[src/rtl/lmsm_sequencer.sv]
// lmsm_sequencer: expands an LM/SM register mask into one register/memory
// micro-op per selected register, stalling the front of the pipeline meanwhile.
// Optional feature: LMSM_ISA_BITORDER_EN -- when defined, mask bit 7 selects R0
// and bit 0 selects R7; otherwise mask bit i selects Ri. Transfer order is
// always ascending register index.
module lmsm_sequencer #(
  parameter int DATA_W = 16,
  parameter int REG_AW = 3
) (
  input  logic              clk,
  input  logic              reset_n,
  input  logic              start,
  input  logic [3:0]        opcode,
  input  logic [DATA_W-1:0] base_addr,
  input  logic [7:0]        reg_mask,
  input  logic              hold,
  output logic              stall,
  output logic              uop_valid,
  output logic [REG_AW-1:0] uop_reg,
  output logic [DATA_W-1:0] uop_mem_addr,
  output logic              reg_wr_en,
  output logic              mem_wr_en,
  output logic              done
);

  localparam logic [1:0] IDLE = 2'd0;
  localparam logic [1:0] XFER = 2'd1;
  localparam logic [1:0] DONE = 2'd2;

  localparam logic [3:0] OP_LM = 4'b0110;
  localparam logic [3:0] OP_SM = 4'b0111;

  logic [1:0]        state_q;
  logic [7:0]        mask_q;
  logic [DATA_W-1:0] base_q;
  logic [3:0]        cnt_q;
  logic              is_load_q;

  logic [7:0]        mask_map;
  logic [REG_AW-1:0] pick;
  logic [7:0]        mask_nxt;
  logic              accept;
  logic              in_xfer;
  logic              advance;

  // Map the instruction mask onto register indices (bit r => register r).
`ifdef LMSM_ISA_BITORDER_EN
  always_comb begin
    mask_map = '0;
    for (int i = 0; i < 8; i++) mask_map[i] = reg_mask[7-i];
  end
`else
  always_comb begin
    mask_map = reg_mask;
  end
`endif

  // Lowest-index pending register; scan high to low so the lowest set bit wins.
  always_comb begin
    pick = '0;
    for (int i = 7; i >= 0; i--) begin
      if (mask_q[i]) pick = REG_AW'(i);
    end
  end

  assign mask_nxt = mask_q & ~(8'd1 << pick);
  assign accept   = (state_q == IDLE) && start && ((opcode == OP_LM) || (opcode == OP_SM));
  assign in_xfer  = (state_q == XFER);
  assign advance  = in_xfer && !hold;

  // Sequencer state: accept in IDLE, retire one micro-op per unheld XFER cycle.
  always_ff @(posedge clk or negedge reset_n) begin
    if (!reset_n) begin
      state_q   <= IDLE;
      mask_q    <= '0;
      base_q    <= '0;
      cnt_q     <= '0;
      is_load_q <= 1'b0;
    end else begin
      case (state_q)
        IDLE: if (accept) begin
          mask_q    <= mask_map;
          base_q    <= base_addr;
          cnt_q     <= '0;
          is_load_q <= (opcode == OP_LM);
          state_q   <= (mask_map == 8'd0) ? DONE : XFER;
        end
        XFER: if (!hold) begin
          mask_q <= mask_nxt;
          cnt_q  <= cnt_q + 4'd1;
          if (mask_nxt == 8'd0) state_q <= DONE;
        end
        DONE:    state_q <= IDLE;
        default: state_q <= IDLE;
      endcase
    end
  end

  // Micro-op outputs come only from registered state; zero outside XFER.
  always_comb begin
    stall        = (state_q != IDLE) || accept;
    uop_valid    = in_xfer;
    uop_reg      = in_xfer ? pick : '0;
    uop_mem_addr = in_xfer ? (base_q + DATA_W'(cnt_q)) : '0;
    reg_wr_en    = advance && is_load_q;
    mem_wr_en    = advance && !is_load_q;
    done         = (state_q == DONE);
  end

endmodule

[config.mk]
export PLATFORM = sky130hd
export DESIGN_NAME = lmsm_sequencer
export DESIGN_NICKNAME = d
export VERILOG_FILES = /design/src/rtl/lmsm_sequencer.sv
export SDC_FILE = /design/constraint.sdc
export NUM_CORES = 1
export LEC_CHECK = 0
export BUFFER_PORTS_ARGS = -buffer_cell sky130_fd_sc_hd__buf_2
export CAP_MARGIN = 20
export CORE_MARGIN = 5
export CORE_UTILIZATION = 36
export DETAILED_ROUTE_END_ITERATION = 8
export SYNTH_ARGS = -nofsm -noshare
export SYNTH_HDL_FRONTEND = slang
export SYNTH_SLANG_ARGS = --single-unit
[constraint.sdc]
create_clock -name clk -period 1.9 [get_ports clk]
set_input_delay 0 -clock clk [delete_from_list [all_inputs] [get_ports clk]]
set_output_delay 0 -clock clk [all_outputs]
set_load 0.005 [all_outputs]
# [Word level (Yosys, flattened, before mapping)]
# Cells that the tools add are included.
[totals] register_bits=31 input_bits=32 elab_cells=55
[op_classes] n_addsub=2 eq_ne=7 shifts=1 mux=21 bitwise=2 n_reduce_logical=17
[op_table] operator="3-bit 2-to-1 mux" n=9
[op_table] operator="16-bit by 4-bit adder with 16-bit output" n=1
[op_table] operator="8-bit zero test" n=2
[op_table] operator="16-bit 2-to-1 mux" n=1
[op_table] operator="8-bit 2-to-1 mux" n=2
[op_table] operator="8-bit one-hot mux with 2 select lines" n=1
[op_table] operator="8-bit bitwise AND" n=1
[op_table] operator="4-bit by 3-bit equality test with 1-bit output (second input constant)" n=2
[op_table] operator="2-bit 2-to-1 mux" n=4
[op_table] operator="4-bit 2-to-1 mux" n=2
[op_table] operator="8-bit inverter" n=1
[op_table] operator="4-bit one-hot mux with 2 select lines" n=1
[op_table] operator="1-bit by 3-bit left shift with 8-bit output (first input constant)" n=1
[op_table] operator="3-bit AND reduction" n=2
[op_table] operator="1-bit logical AND" n=5
[op_table] operator="4-bit by 1-bit adder with 4-bit output (second input constant)" n=1
[op_table] operator="2-bit inequality test (second input constant)" n=2
[op_table] operator="2-bit one-hot mux with 2 select lines" n=1
[op_table] operator="2-bit nonzero test" n=2
[op_table] operator="2-bit by 1-bit equality test with 1-bit output (second input constant)" n=1
[op_table] operator="2-bit equality test (second input constant)" n=1
[op_table] operator="1-bit zero test" n=2
[op_table] operator="2-bit zero test" n=1
[op_table] operator="1-bit logical OR" n=2
[op_table] operator="other kinds (2)" n=2

# [Depth between registers and ports, before layout]
# Gate-level depths: netlist (run 1).
[depth] word_depth=15 ltp_mapped=7 mapped_depth_nobuf=6

# [Least setup slack after synthesis (run 1)]
# No wires, ideal clock.
[synth_timing] kind="flip-flop to output port" from="register cnt_q[0]" to="output uop_mem_addr[12]" arrival_ns=1.704 required_time_ns=1.900 slack_ns=0.196 stages_incl_launch_ff=7 n_path_buf=0 cell_sequence="dfrtp_1 > ha_1 > fa_1 > a21o_1 > a21oi_1 > nor3_1 > mux2i_1"
[synth_via] elab_chain_cells=2
[synth_lines] element="start: declaration" line="36" source="logic [3:0] cnt_q;"
[synth_lines] element="start signal: assignment" line="90" source="cnt_q <= cnt_q + 4'd1;"
[synth_lines] element="16-bit by 4-bit adder with 16-bit output" line="104" source="uop_mem_addr = in_xfer ? (base_q + DATA_W'(cnt_q)) : '0;"
[synth_lines] element="16-bit 2-to-1 mux" line="104"
[synth_lines] element="end: declaration" line="20" source="output logic [DATA_W-1:0] uop_mem_addr,"
# No other way between the ends.

# [Worst setup path after layout (run 1)]
[layout_timing] from="register cnt_q[3]" to="output uop_mem_addr[15]"
# Same word-level chain as after synthesis.

==> results of run 1 <==
==> report_power, final <==
group | internal [uW] | switching, uW
clock | 331 | 247
combinational | 1300 | 1320
sequential | 968 | 344
total | 2600 | 1910
==> final timing paths <==
kind,start,depth (start not counted),slack (ns),endpoint
max in group asynchronous,reset_n,2,1.12,base_q[3]
max reg2reg,mask_q[2],4,0.09,mask_q[7]
max,cnt_q[3],7,-0.18,uop_mem_addr[15]
min in group asynchronous,reset_n,2,0.31,mask_q[5]
min,reg_mask[6],3,0.01,mask_q[6]
min reg2reg,is_load_q,2,0.50,is_load_q
==> cells by family (layout without fill, tap and decap cells) <==
group,Yosys count,in the layout
XOR/XNOR,4,4
multiplexers,4,4
buffers and inverters,24,121
adder cells (fa/ha/maj),7,7
flip-flops,31,31
AND/OR/NAND/NOR,113,113
AO/OA/AOI/OAI,59,59
==> final cells by class <==
type,instances,area (um^2),share of cell area
Multi-Input combinational cell,187,1220,0.416
Sequential cell,31,776,0.265
Timing Repair Buffer,103,704,0.241
Clock buffer,8,100,0.0342
Tap cell,72,90.1,0.0308
Inverter,10,37.5,0.0128
==> through the flow <==
stage | worst slack [ns] | cell area [um^2]
CTS | -0.168 | 2870
detailed placement | 0.0449 | 2420
global route | -0.266 | 2930
global placement | 0.0666 | 2420
finish | -0.176 | 2930
floorplan | 0.196 | 2000
==> worst max-delay path: stages (launching register included) <==
cell      delay, ns
dfrtp_1        0.41
ha_4           0.29
and3_4         0.20
a221oi_4       0.08
buf_6          0.16
or4_4          0.41
a21oi_2        0.13
buf_2          0.12
==> what timing repair did <==
| item | in CTS | in global routing |
|---|---|---|
| gates cloned | 1 | 0 |
| hold endpoints to repair | 53 | 0 |
| endpoints found under the setup margin | 12 | 12 |
| pin swaps | 8 | 5 |
| gates resized for setup | 15 | 9 |
| buffers inserted | 5 | 3 |
| hold buffers | 23 | 0 |
==> cells in the final DEF, fill, tap and decap left out, types with 2 or more instances in the layout <==
cell	synthesis	routed
and3_4	0	2
a21oi_2	0	3
or3_1	3	3
and2_1	4	4
o41ai_1	2	2
mux2i_1	4	4
a21oi_1	11	8
buf_4	0	22
nor3_1	5	4
nand4_1	2	2
buf_6	0	3
nor2_1	15	15
nand3_1	6	6
o21ai_0	11	9
buf_2	8	55
a31oi_1	2	2
nand2b_1	7	7
nor4_1	4	4
o21ai_2	0	2
inv_1	10	10
clkbuf_8	0	7
a211oi_1	2	2
o21ai_1	2	2
o22ai_1	3	3
a41o_1	2	2
nand2_1	58	58
and4_1	2	2
ha_1	5	2
xor2_1	2	2
a21o_1	4	4
o311ai_1	1	2
dlygate4sd3_1	0	23
a211o_1	2	2
ha_4	0	2
a22o_1	4	4
dfrtp_1	31	31
and3_1	4	2
==> per-layer routing <==
layer | global-route usage | wire [um] | up-vias
met4 | 0.0417 | 31 | 0
met1 | 0.220 | 2640 | 984
met2 | 0.283 | 2830 | 60
met5 | 0 | 0 | -
met3 | 0.0451 | 352 | 5
li1 | - | - | 1054
==> sequential cells by signal (all words and copies together) (netlist names) <==
signal,count
state_q,2
is_load_q,1
mask_q,8
cnt_q,4
base_q,16
==> flow_metrics.env, run 1 <==
export IMPL_synth_area_leaders="dfrtp_1 39%, nand2_1 11%, ha_1 3.1%"
export IMPL_clock_latency_ns=0.28
export IMPL_cts_inserted_buffers=5
export IMPL_detail_route_wl_per_cell_um=14.2
export IMPL_ys_async_sr_fraction=1.00
export IMPL_dpl_cell_count=371
export IMPL_critical_path_endpoint_type="primary output"
export IMPL_antenna_found_initial=0
export IMPL_synth_top_area_share=0.388
export IMPL_synth_ff_type="dfrtp_1"
export IMPL_p_total_uw=4510
export IMPL_wl_um=5850
export IMPL_die_area_um2=7150
export IMPL_synth_xor_area_share=0.0175
export IMPL_ys_seq_elements=31
export IMPL_synth_top_family_by_area="simple AND/OR/NAND/NOR gates"
export IMPL_fin_worst_skew_ns=0.00650
export IMPL_crit_arrival_ns=2.08
export IMPL_yosys_top_cells_count="58 x nand2_1, 31 x dfrtp_1, 15 x nor2_1, 11 x a21oi_1, 11 x o21ai_0"
export IMPL_cts_num_sinks=31
export IMPL_htreeDepth=2
export IMPL_synth_fa_ha_area_frac=0.0463
export IMPL_vias=2103
export IMPL_ys_types=48
export IMPL_finalNonFillerCells=411
export IMPL_netlist_area_um2=2000
export IMPL_nets=376
export IMPL_status="finished with violations"
export IMPL_cts_buffer_depth=2
export IMPL_max_cap_violations=0
export IMPL_synthSimpleGateAreaFrac=0.261
export IMPL_grt_pass1_wl_um=9850
export IMPL_path_class="reg -> out"
export IMPL_seq_area_frac_synth=0.388
export IMPL_fin_crit_ns=2.08
export IMPL_hp_class="in -> reg"
export IMPL_io_buffers=55
export IMPL_area_delta_synth_final_pct=46.2
export IMPL_synthCells=242
export IMPL_synth_top_area_cell="dfrtp_1"
export IMPL_diodes=0
export IMPL_gp_congestion=0.805
export IMPL_violations="setup timing"
export IMPL_synth_edff_count=0
export IMPL_grt_use_total=0.170
export IMPL_avgSynthCellArea_um2=8.27
export IMPL_dp_hpwl_um=3950
export IMPL_routed_via_density=5.12
export IMPL_root_buffer="clkbuf_8"
export IMPL_fin_ws_ns=-0.176
export IMPL_slew_headroom=0.515
export IMPL_drv_slew=0
export IMPL_tightest_slew_ns=0.728
export IMPL_startpoint_type="flop"
export IMPL_grt_max_degree=32
export IMPL_cts_tree="built"
export IMPL_final_hold_violation_count=0
export IMPL_setup_viol=12
export IMPL_critPathMaxFanout=6
export IMPL_timing_hold_ws_ns=0.0116
export IMPL_die_width_um=84.6
export IMPL_drtIter0Drc=115
export IMPL_clk_pin_slew_ns=0.07
export IMPL_ant_nets=0
export IMPL_die_height_um=84.6
export IMPL_clock_fmax_mhz=482
export IMPL_yosys_warnings=0
export IMPL_required_ns=1.90
export IMPL_synthesis_nets=280
export IMPL_core_area_um2=5440
export IMPL_core_rowCount=27
export IMPL_powerDensity_nw_per_um2=1540
export IMPL_synth_most_common_cell="nand2_1"
export IMPL_peakVddDrop_uv=714
export IMPL_floorplan_initialDensity=0.368
export IMPL_fin_crit_sh=1.09
export IMPL_final_core_util=0.538
export IMPL_grt_pass1_vias=2068
export IMPL_gr_total_overflow=0
export IMPL_drc=0
export IMPL_fillCellCount=525
export IMPL_rsz0062_at_grt="yes"
export IMPL_synth_compound_area_share=0.218
export IMPL_ios=56
export IMPL_synthMuxAreaShare=0.0200
export IMPL_total_leakage_power_uw=0.00146
export IMPL_setup_tns_ns=-1.09
export IMPL_drt_pass1_iterations=4
export IMPL_layout_drive_gt1_share=0.310
(Power assumes the default switching activity.)
==> inputs of run 2 (changes only) <==
Settings changed: BUFFER_PORTS_ARGS -buffer_cell sky130_fd_sc_hd__buf_2 to default, CORE_UTILIZATION 36 to 40, CTS_CLUSTER_DIAMETER from default to 50, DONT_BUFFER_PORTS from default to 1.
==> run 2 against run 1 <==
The flow still finishes with violations (setup timing); first-iteration DRC count fell by 17%; power is 7.8% lower; count of clock-buffer cells in the layout stayed put; maximum frequency is 2.8% higher; clock power is 1% higher; worst hold slack got worse by 0.0064 ns; non-clock buffer count fell by 55; worst setup slack gained 0.057 ns.
==> flow_metrics.env, run 2 (synthesis results as in run 1) <==
export IMPL_status="finished with violations"
export IMPL_violations="setup timing"
export IMPL_cts_inserted_buffers=5
export IMPL_core_area_um2=4790
export IMPL_crit_arrival_ns=2.02
export IMPL_mostFrequentLayoutCells="58 x nand2_1, 30 x dfrtp_1, 27 x dlygate4sd3_1"
export IMPL_grt_pass1_vias=1854
export IMPL_core_rowCount=25
export IMPL_slew_headroom=0.633
export IMPL_tightest_slew_ns=0.536
export IMPL_floorplan_initialDensity=0.418
export IMPL_critPathMaxFanout=5
export IMPL_cts_buffer_depth=2
export IMPL_drv_slew=0
export IMPL_fin_crit_sh=1.06
export IMPL_routed_via_density=5.55
export IMPL_multi_input_area_um2=1210
export IMPL_ios=56
export IMPL_peakVddDrop_uv=701
export IMPL_reg_top3="base_q x16, mask_q x8, cnt_q x4"
export IMPL_holdPathStages=4
export IMPL_grt_pass1_wl_um=8940
export IMPL_dpl_cell_count=311
export IMPL_setup_viol=12
export IMPL_top_register="base_q"
export IMPL_gp_congestion=0.822
export IMPL_critPathSlowestCell="dfrtp_1"
export IMPL_max_cap_violations=0
export IMPL_fin_ws_ns=-0.119
export IMPL_cts_tree="built"
export IMPL_diodes=0
export IMPL_die_height_um=80.7
export IMPL_root_buffer="clkbuf_8"
export IMPL_final_common_cell="nand2_1"
export IMPL_gr_total_overflow=0
export IMPL_largest_reg_flops=16
export IMPL_grt_max_degree=32
export IMPL_fillCellCount=440
export IMPL_worst_r2r_endpoint="mask_q[7]"
export IMPL_nets=321
export IMPL_startpoint_type="flop"
export IMPL_regArea_um2=777
export IMPL_clock_fmax_mhz=495
export IMPL_die_area_um2=6520
export IMPL_path_class="reg -> out"
export IMPL_grt_use_total=0.179
export IMPL_drc=0
export IMPL_drtIter0Drc=95
export IMPL_worstHoldStart="reg_mask[6]"
export IMPL_powerDensity_nw_per_um2=1570
export IMPL_hp_class="in -> reg"
export IMPL_path_cells="ha_4, and3_1, a221oi_2, buf_2, or4_1, a21oi_2"
export IMPL_pre_cts_ws_ns=0.0834
export IMPL_antenna_found_initial=0
export IMPL_clk_pin_slew_ns=0.07
export IMPL_required_ns=1.90
export IMPL_ant_nets=0
export IMPL_reg2regPathDepth=4
export IMPL_wl_um=5640
export IMPL_io_buffers=0
export IMPL_rr_startpoint="mask_q[2]"
export IMPL_cpPeakStageDelay_ns=0.42
export IMPL_dp_hpwl_um=3770
export IMPL_ff2ff_setup_slack_ns=0.15
export IMPL_clock_latency_ns=0.29
export IMPL_layout_drive_gt1_share=0.169
export IMPL_final_hold_violation_count=0
export IMPL_htreeDepth=2
export IMPL_whs_endpoint="state_q[0]"
export IMPL_fin_worst_skew_ns=0.00573
export IMPL_vias=1949
export IMPL_drt_pass1_iterations=4
export IMPL_finalNonFillerCells=351
export IMPL_critical_path_endpoint_type="primary output"
export IMPL_rsz0062_at_grt="yes"
export IMPL_cts_num_sinks=31
export IMPL_detail_route_wl_per_cell_um=16.1
export IMPL_total_leakage_power_uw=0.00121
export IMPL_die_width_um=80.7
export IMPL_area_delta_synth_final_pct=32.3
export IMPL_fin_crit_ns=2.02
[run 2: cell types whose count changed in the layout (fill, tap and decap cells not counted), sizes merged]
cell,previous run,this run
buf,80,21
dlygate4sd3,23,27
[run 2: how the worst max path moves through the flow]
stage / from / endpoint / slack [ns] / depth (start not counted)
after floorplan: cnt_q[0] / uop_mem_addr[12] / 0.20 / 6
final: cnt_q[2] / uop_mem_addr[15] / -0.12 / 6
after global routing: base_q[0] / uop_mem_addr[12] / -0.21 / 7
after global placement: base_q[0] / uop_mem_addr[10] / 0.11 / 6
after CTS: base_q[0] / uop_mem_addr[10] / -0.11 / 6
after detailed placement: base_q[0] / uop_mem_addr[10] / 0.08 / 6
[run 2: routing by layer]
metal	wire, um	up-vias	track usage
met5	0	-	0
met4	131	0	0.0794
met3	441	15	0.0510
met2	2750	63	0.296
met1	2320	926	0.217
li1	-	945	-
[run 2: what timing repair did]
item,4_1_cts,5_1_grt
pin swaps,7,3
setup buffers,1,2
gates cloned,0,1
gates resized for setup,10,12
hold endpoints to repair,58,0
endpoints found under the setup margin,12,12
hold buffers,28,0
[run 2: critical path: cells and delay by family, from the launching register on]
kind | cells | cell delay (ns)
simple gates | 2 | 0.58
flops | 1 | 0.42
fa+ha+maj | 1 | 0.31
compound gates | 2 | 0.24
buf+inv | 1 | 0.17
[run 2: area by class of cell]
type / count / share of cell area
tap: 67 / 0.0316
multi-input combinational: 187 / 0.458
clock buffer: 8 / 0.0378
inverter: 10 / 0.0142
timing repair buffer: 48 / 0.165
sequential: 31 / 0.293
[run 2: where the power goes]
part,total (uW),internal (uW),switching (uW)
Clock,586,330,255
Sequential,1330,970,356
Combinational,2250,1010,1240
Total,4160,2310,1850
[run 2: stage by stage]
stage | util | hold slack [ns] | cell area, um^2 | setup TNS, ns | power, uW
2_1_floorplan | - | -0.296 | 2000 | 0 | 2680
3_3_place_gp | 0.448 | -0.294 | 2140 | 0 | 3220
3_5_place_dp | 0.448 | -0.294 | 2140 | 0 | 3250
4_1_cts | 0.542 | 0.00211 | 2590 | -0.654 | 4040
5_1_grt | 0.553 | 0.0395 | 2650 | -1.76 | 4530
6_report | 0.553 | 0.00525 | 2650 | -0.644 | 4160
